File: config.mk
export PLATFORM = sky130hd
export DESIGN_NAME = mem_readout_merge
export DESIGN_NICKNAME = d
export VERILOG_FILES = /design/src/rtl/mem_readout_merge.sv
export SDC_FILE = /design/constraint.sdc
export NUM_CORES = 1
export LEC_CHECK = 0
export CAP_MARGIN = 20
export CORE_AREA = 3 3 333 335
export CTS_CLUSTER_DIAMETER = 30
export DETAILED_ROUTE_END_ITERATION = 10
export DIE_AREA = 0 0 336 338
export PLACE_DENSITY = 0.53
export SLEW_MARGIN = 40
export SYNTH_ARGS = -nofsm -noshare
export SYNTH_HDL_FRONTEND = slang
export SYNTH_SLANG_ARGS = --single-unit
File: constraint.sdc
create_clock -name clk -period 5.5 [get_ports clk]
set_input_delay 1.1 -clock clk [delete_from_list [all_inputs] [get_ports clk]]
set_output_delay 1.1 -clock clk [all_outputs]
set_load 0.02 [all_outputs]
File: src/rtl/mem_readout_merge.sv
// mem_readout_merge: drains NCH per-event memories into one header-led valid/ready stream
module mem_readout_merge #(
    parameter int NCH = 12,
    parameter int DW = 54,
    parameter int AW = 6,
    parameter int BXW = 3,
    parameter int RR = 0,
    parameter int FIFO_DEPTH = 4
) (
    input  logic              clk,
    input  logic              reset,
    input  logic              start,
    input  logic [BXW-1:0]    BX,
    input  logic [NCH*AW-1:0] number_in,
    output logic [NCH*AW-1:0] read_add,
    input  logic [NCH*DW-1:0] mem_dat,
    output logic [DW-1:0]     out_dat,
    output logic [3:0]        out_chan,
    output logic              out_header,
    output logic              out_valid,
    input  logic              out_ready,
    output logic              busy,
    output logic              done
);
    localparam int PW = $clog2(FIFO_DEPTH);
    localparam int OW = $clog2(FIFO_DEPTH + 1);
    localparam int EW = DW + 5;
    typedef enum logic [1:0] {IDLE, HEADER, READ} state_t;
    state_t state;
    logic [AW-1:0] cnt [NCH];
    logic [AW-1:0] addr [NCH];
    logic [DW-1:0] md [NCH];
    logic [EW-1:0] fifo [FIFO_DEPTH];
    logic [BXW-1:0] bx_r;
    logic [3:0] ich, rr_ptr, gch, base;
    logic [PW-1:0] rd, wr;
    logic [OW-1:0] occ;
    logic [15:0] nz;
    logic [DW-1:0] hdr_word;
    logic [EW-1:0] push_word, head;
    logic inflight, room, any, gnt, push, pop, fin;

    function automatic logic [3:0] wrap(input logic [4:0] v);
        return v >= 5'(NCH) ? 4'(v - 5'(NCH)) : v[3:0];
    endfunction

    function automatic logic [PW-1:0] nxt(input logic [PW-1:0] p);
        return p == PW'(FIFO_DEPTH - 1) ? '0 : p + 1'b1;
    endfunction

    for (genvar g = 0; g < NCH; g++) begin : g_ch
        assign read_add[g*AW +: AW] = addr[g];
        assign md[g] = mem_dat[g*DW +: DW];
        assign nz[g] = cnt[g] != '0;
    end
    if (NCH < 16) begin : g_pad
        assign nz[15:NCH] = '0;
    end

    assign base = RR != 0 ? wrap(5'(rr_ptr) + 5'd1) : 4'd0;
    // occupancy plus the read in flight must leave a free slot for it to land
    assign room = 32'(occ) + 32'(inflight) < 32'(FIFO_DEPTH - 1);

    always_comb begin
        gch = '0;
        any = 1'b0;
        for (int k = NCH - 1; k >= 0; k--) begin
            if (nz[wrap(5'(base) + 5'(k))]) begin
                gch = wrap(5'(base) + 5'(k));
                any = 1'b1;
            end
        end
    end

    always_comb begin
        hdr_word = '0;
        hdr_word[DW-1] = 1'b1;
        hdr_word[BXW +: NCH] = nz[NCH-1:0];
        hdr_word[BXW-1:0] = bx_r;
    end

    assign gnt = any && room && state == READ && !start;
    assign push = !start && (state == HEADER || inflight);
    assign push_word = state == HEADER ? {1'b1, 4'd0, hdr_word} : {1'b0, ich, md[ich]};
    assign head = fifo[rd];
    assign out_valid = occ != '0;
    assign pop = out_valid && out_ready;
    assign out_dat = out_valid ? head[DW-1:0] : '0;
    assign out_chan = out_valid ? head[DW +: 4] : 4'd0;
    assign out_header = out_valid && head[EW-1];
    assign busy = state != IDLE;
    assign fin = state == READ && nz == '0 && !inflight && occ == '0;
    assign done = fin && !start;

    always_ff @(posedge clk or posedge reset) begin
        if (reset) begin
            state <= IDLE;
            bx_r <= '0;
            inflight <= 1'b0;
            ich <= '0;
            rr_ptr <= '0;
            rd <= '0;
            wr <= '0;
            occ <= '0;
            for (int i = 0; i < NCH; i++) begin
                cnt[i] <= '0;
                addr[i] <= '0;
            end
        end else if (start) begin
            state <= HEADER;
            bx_r <= BX;
            inflight <= 1'b0;
            rr_ptr <= 4'(NCH - 1);
            rd <= '0;
            wr <= '0;
            occ <= '0;
            for (int i = 0; i < NCH; i++) begin
                cnt[i] <= number_in[i*AW +: AW];
                addr[i] <= '0;
            end
        end else begin
            state <= state == HEADER ? READ : fin ? IDLE : state;
            inflight <= gnt;
            ich <= gch;
            if (gnt) begin
                cnt[gch] <= cnt[gch] - 1'b1;
                addr[gch] <= addr[gch] + 1'b1;
                rr_ptr <= gch;
            end
            if (push)
                wr <= nxt(wr);
            if (pop)
                rd <= nxt(rd);
            occ <= occ + OW'(push) - OW'(pop);
        end
    end

    always_ff @(posedge clk) begin
        if (push)
            fifo[wr] <= push_word;
    end

    assert property (@(posedge clk) disable iff (reset) !(push && !pop && occ == OW'(FIFO_DEPTH)));
endmodule

# Word level (Yosys, flattened, before mapping)
# Memory sizes are Yosys's and may differ from the RTL's.
# Cells that the tools add are included.
[word_totals]
ram_bits = 236
memories = 1
register_bits = 161
output_inout_bits = 134
inputBits = 727
word_cells = 140
[op_classes]
add_sub_neg = 7
n_lt_le_gt_ge = 4
n_reduce_logical = 34
eq_ne = 4
mux = 57
bitwise = 2
[memory_table]
columns = ["memory", "words", "word_bits", "read_ports", "rd_ports_with_merged_regs", "write_ports", "line", "rtl"]
rows = [
  ["fifo", 4, 59, 1, 0, 1, "33", "logic [EW-1:0] fifo [FIFO_DEPTH];"],
]
[ops]
columns = ["cell", "n"]
rows = [
  ["two-way mux 72 bit", 4],
  ["binary-select mux 54 bit (select 4 bit)", 1],
  ["two-way mux 54 bit", 3],
  ["bitwise mux 72 bit", 2],
  ["nonzero test 6 bit", 12],
  ["two-way mux 59 bit", 1],
  ["two-way mux 4 bit", 13],
  ["binary-select mux 6 bit (select 4 bit)", 2],
  ["two-way mux 6 bit", 5],
  ["demux 6 bit (select 4 bit)", 1],
  ["two-way mux 2 bit", 9],
  ["logical NOT 16 bit", 1],
  ["two-way mux 1 bit", 15],
  ["logical AND 1 bit", 11],
  ["greater-or-equal comparator 5 bit, second input constant", 2],
  ["inverter 4 -> 5 bit", 2],
  ["nonzero test 2 bit", 4],
  ["adder 6 x 1 -> 6 bit, second input constant", 1],
  ["equality test 2 bit, second input constant", 3],
  ["nonzero test 3 bit", 2],
  ["subtractor 6 x 1 -> 6 bit, second input constant", 1],
  ["< comparator 5 x 1 -> 1 bit, second input constant", 1],
  ["adder 2 x 1 -> 2 bit, second input constant", 2],
  ["adder 3 x 1 -> 4 bit", 1],
  ["other kinds (8)", 9],
]

# Logic depth before layout (Yosys ltp)
[logic_depth]
ltp_word = 21
depth_mapped = 17
ltp_nobuf = 12

# Worst setup path after synthesis
# OpenSTA, ideal clock, no wires.
[synth_path]
path_type = "flip-flop to flip-flop"
start = "register cnt[12] (netlist bit)"
end = "register cnt[28] (netlist bit)"
setup_time_ns = 0.125
path_slack_ns = 1.550
n_path_buf = 3
arrival_ns = 3.826
t_required_ns = 5.375
period_less_slack_ns = 3.950
path_stages_with_launch = 16
cell_sequence = "dfrtp_1 nor4_2 nand4_1 o211a_1 nor3_4 nor2_2 buf_6 a221o_1 a311oi_2 clkbuf_1 ha_1 nand3_1 xor2_1 clkbuf_1 mux2_2 mux2_2"
[synth_via]
elab_chain_cells = 19
elab_cells_between_ends = 38
cone_classes = "1 x add/sub; 2 x order compare; 28 x mux; 1 x bitwise; 6 x reduce/logical"
[synth_lines]
columns = ["item", "line", "rtl"]
rows = [
  ["start: declaration", "30", "logic [AW-1:0] cnt [NCH];"],
  ["start signal: indexed assignment", "118", "cnt[i] <= number_in[i*AW +: AW];"],
  ["start signal: indexed assignment", "126", "cnt[gch] <= cnt[gch] - 1'b1;"],
  ["nonzero test 6 bit", "54", "assign nz[g] = cnt[g] != '0;"],
  ["two-way mux 4 bit (10 in series)", "68", "if (nz[wrap(5'(base) + 5'(k))]) begin"],
  ["inverter 4 -> 5 bit (not written as such)", "126", ""],
  ["binary-select mux 6 bit (select 4 bit) (tied with other cells)", "126", ""],
  ["two-way mux 6 bit (not written as such) or logical AND 1 bit (tied branches)", "126", ""],
  ["two-way mux 6 bit (not written as such)", "126", ""],
  ["subtractor 6 x 1 -> 6 bit or demux 6 bit (select 4 bit) (tied branches)", "126", ""],
  ["bitwise mux 72 bit", "126", ""],
  ["two-way mux 72 bit", "125", "if (gnt) begin"],
  ["two-way mux 72 bit", "109", "end else if (start) begin"],
]
# Parallel ways exist; a longest one is shown, timed or not. The select of a mux whose other input is x is not followed.
# A chain may end at the register's enable or synchronous reset.

# Worst setup path in the final report
[layout_path]
start = "register cnt[66] (netlist bit)"
end = "output done"
[layout_via]
elab_chain_cells = 6
[layout_lines]
columns = ["item", "line", "rtl"]
rows = [
  ["nonzero test 6 bit", "54", ""],
  ["logical NOT 16 bit", "92", "assign fin = state == READ && nz == '0 && !inflight && occ == '0;"],
  ["logical AND 1 bit (3 in series)", "92", ""],
  ["logical AND 1 bit", "93", "assign done = fin && !start;"],
  ["end: declaration", "23", "output logic done"],
]
# Every way passes these cells.

==> flow_summary.yaml <==
outcome:
  outcome: "complete, no violations"
sta:
  worst_slew_pin_slew_ns: 0.8012
  slew_violations: 0
  rsz0062_at_grt: "false"
  setup_tns_ns: 0
  finalSetupViolCount: 0
  slew_headroom_pct: 45.21
  hold_violations: 0
  final.min_clock_period_ns: 5.204
  max_clock_freq_mhz: 192.2
  hold-worst-slack_ns: 0.5062
  skew_ns: 0.03667
  period_share_pct: 94.62
cts:
  cts_made_buffers: 96
  cts_tree: "done"
  clk_latency_ns: 0.66
  htree_levels: 3
  clk_pin_slew_ns: 0.05
  cts_buffer_depth: 3
  cts.sinks: 397
  root_buffer: "clkbuf_16"
logic_synthesis:
  ys_types: 77
  synth_edf_count: 236
  netlist_instances: 1838
  synth_nets: 2577
  synth.largest_area_cell: "edfxtp_1"
  synth_common_cells: "edfxtp_1, mux4_2, nand2_1"
  ys_seq_area_share_pct: 48.15
  synth-seq-cells: 397
  syn-cell-area_um2: 23090
  postSynthAreaPerCell_um2: 12.56
  yosys_warnings: 0
  yosys_most_used_dff: "edfxtp_1"
  yosysMostFrequentCell: "edfxtp_1"
  synthArstFlopShare_pct: 40.55
  synthTopCellsByArea: "edfxtp_1, mux4_2, dfrtp_1"
  yosysTopAreaCellShare_pct: 30.70
global_routing:
  grt_pass1_vias: 21381
  antenna_found_initial: 103
  grt_max_degree: 96
  grt_usage_pct: 25.21
  grt-ovfl-total: 0
  grt_pass1_wl_um: 192700
critical_path:
  regToRegSetupSlack_ns: 0.94
  critPathLaunchType: "register"
  r2r_start: "cnt[54]"
  worstPathMaxFanout: 9
  reg2reg_depth: 11
  crit_path_end_kind: "output port"
  crit_required_ns: 4.40
  cp_data_arrival_time_ns: 4.10
  reg2reg_to: "read_add[67]"
  critPathKind: "register to output port"
route:
  ant_nets: 0
  wire_per_inst_um: 34.62
  detail_route.first_pass.iterations: 7
  finalWirelength_um: 147500
  drt_iter0_markers: 2101
  drc_errors: 0
  vias_per_cell: 4.946
  vias: 21079
hold_path:
  hold_path.class: "register to register"
  min_delay_worst_endpoint: "bx_r[2]"
  hp-start: "bx_r[2]"
  min_path_cells: 1
layout:
  fin_nets: 3481
  drive_above_1_share_pct: 19.91
  instances_no_fill: 4262
  syn_to_final_growth_pct: 61.89
  post-route-util_pct: 34.48
floorplan:
  die_h_um: 338
  ios: 861
  die_area_um2: 113600
  initial_core_util_pct: 21.30
  coreArea_um2: 108400
  die_w_um: 336
  num_rows: 121
place:
  dp.cells: 4055
  dp_hpwl_um: 122200
  portBuffers: 860
  place_congestion: 0.9418
power:
  power_density_nw_per_um2: 340.4
  p_leak_uw: 0.01284
  ir_drop_uv: 226.1
job:
  cap_viol_max_count: 0
==> layer usage <==
layer | up-vias | GRT usage (%) | routed length [um]
met2 | 1103 | 42.22 | 70720
met1 | 10722 | 32.06 | 58390
li1 | 8988 | - | -
met4 | 40 | 5.847 | 3182
met5 | - | 0 | 253
met3 | 226 | 7.421 | 15000
==> placed cells by master, fill, tap and decap left out, types with 11 or more instances in the layout <==
cell             synthesis  layout
bufinv_16                0      13
or3_1                   12      11
ha_1                    11      11
clkinv_2                 0      18
nand2_1                187     187
a21oi_1                135     134
buf_4                    4      77
mux2_2                  38      38
nor2_1                 185     182
diode_2                  0      25
nor2b_1                 15      14
clkdlybuf4s50_1          0     859
inv_1                   22      21
a31oi_1                 14      14
dfrtp_1                161     155
nand3_1                 22      22
buf_12                   0      14
and2_1                  74      70
edfxtp_1               236     236
clkbuf_16                0      97
a211oi_1                47      46
mux4_2                 221     221
mux2i_1                 81      81
o21ai_0                 71      71
==> worst max-delay path by stage <==
stage	startpoint	end	slack [ns]	cells past startpoint
after floorplan	reset	bx_r[0]	0.05	1
after global placement	cnt[54]	done	0.60	8
after detailed placement	cnt[54]	done	0.61	8
after CTS	cnt[54]	done	0.15	8
after global routing	cnt[66]	done	0.16	9
final	cnt[66]	done	0.30	9
==> cells by family (layout without fill, tap and decap cells) <==
| group | after synthesis | count (layout) | synth area share [%] |
|---|---|---|---|
| buf+inv | 170 | 1155 | 2.894 |
| simple gates | 570 | 570 | 11.67 |
| compound gates | 335 | 335 | 9.116 |
| flops | 397 | 397 | 48.15 |
| xor+xnor | 12 | 12 | 0.4552 |
| other cells | 0 | 25 | 0 |
| mux | 342 | 342 | 27.04 |
| fa+ha+maj | 12 | 12 | 0.6828 |
==> critical path, cell delays in order, from the launching register on <==
cell	delay (ns)
dfrtp_1	0.40
nor4_1	0.48
nand4_1	0.24
buf_4	0.24
or2_0	0.35
nor2_1	0.21
nand2_1	0.12
or3_1	0.41
nor3_2	0.33
clkdlybuf4s50_1	0.69
==> where the power goes <==
group          internal (uW)  switching (uW)
Sequential              3350             162
Clock                   3980            1880
Combinational           1630            1720
Total                   8970            3750
==> timing repair <==
| action | 4_1_cts | 5_1_grt |
|---|---|---|
| pin swaps | 0 | 1 |
| hold buffers | 0 | 0 |
| buffers inserted | 0 | 3 |
| resized for setup | 1 | 0 |
| endpoints found under the setup margin | 1 | 1 |
==> area by class of cell <==
cell class	count	area [um2]
inverter	23	95.09
sequential	397	11140
clock buffer	117	2603
clock inverter	62	819.5
antenna	25	62.56
tap	1414	1769
multi-input combinational	1271	11380
fill	10762	71020
timing repair buffer	953	9510
==> sequential cells by signal, indices dropped and copies added, names as in the netlist <==
| register | cells |
|---|---|
| read_add | 72 |
| inflight | 1 |
| ich | 4 |
| state | 2 |
| cnt | 72 |
| occ | 3 |
| rd | 2 |
| wr | 2 |
| fifo | 236 |
| bx_r | 3 |
==> through the flow <==
stage | power (uW) | cell area [um2] | setup WS, ns
2_1_floorplan | 5023 | 23090 | 0.05173
3_3_place_gp | 6957 | 33620 | 0.5972
3_5_place_dp | 6975 | 33860 | 0.6122
4_1_cts | 12880 | 37290 | 0.1495
5_1_grt | 13180 | 37330 | 0.1572
6_report | 12720 | 37380 | 0.2958
Power figures use the tool's default switching activity.
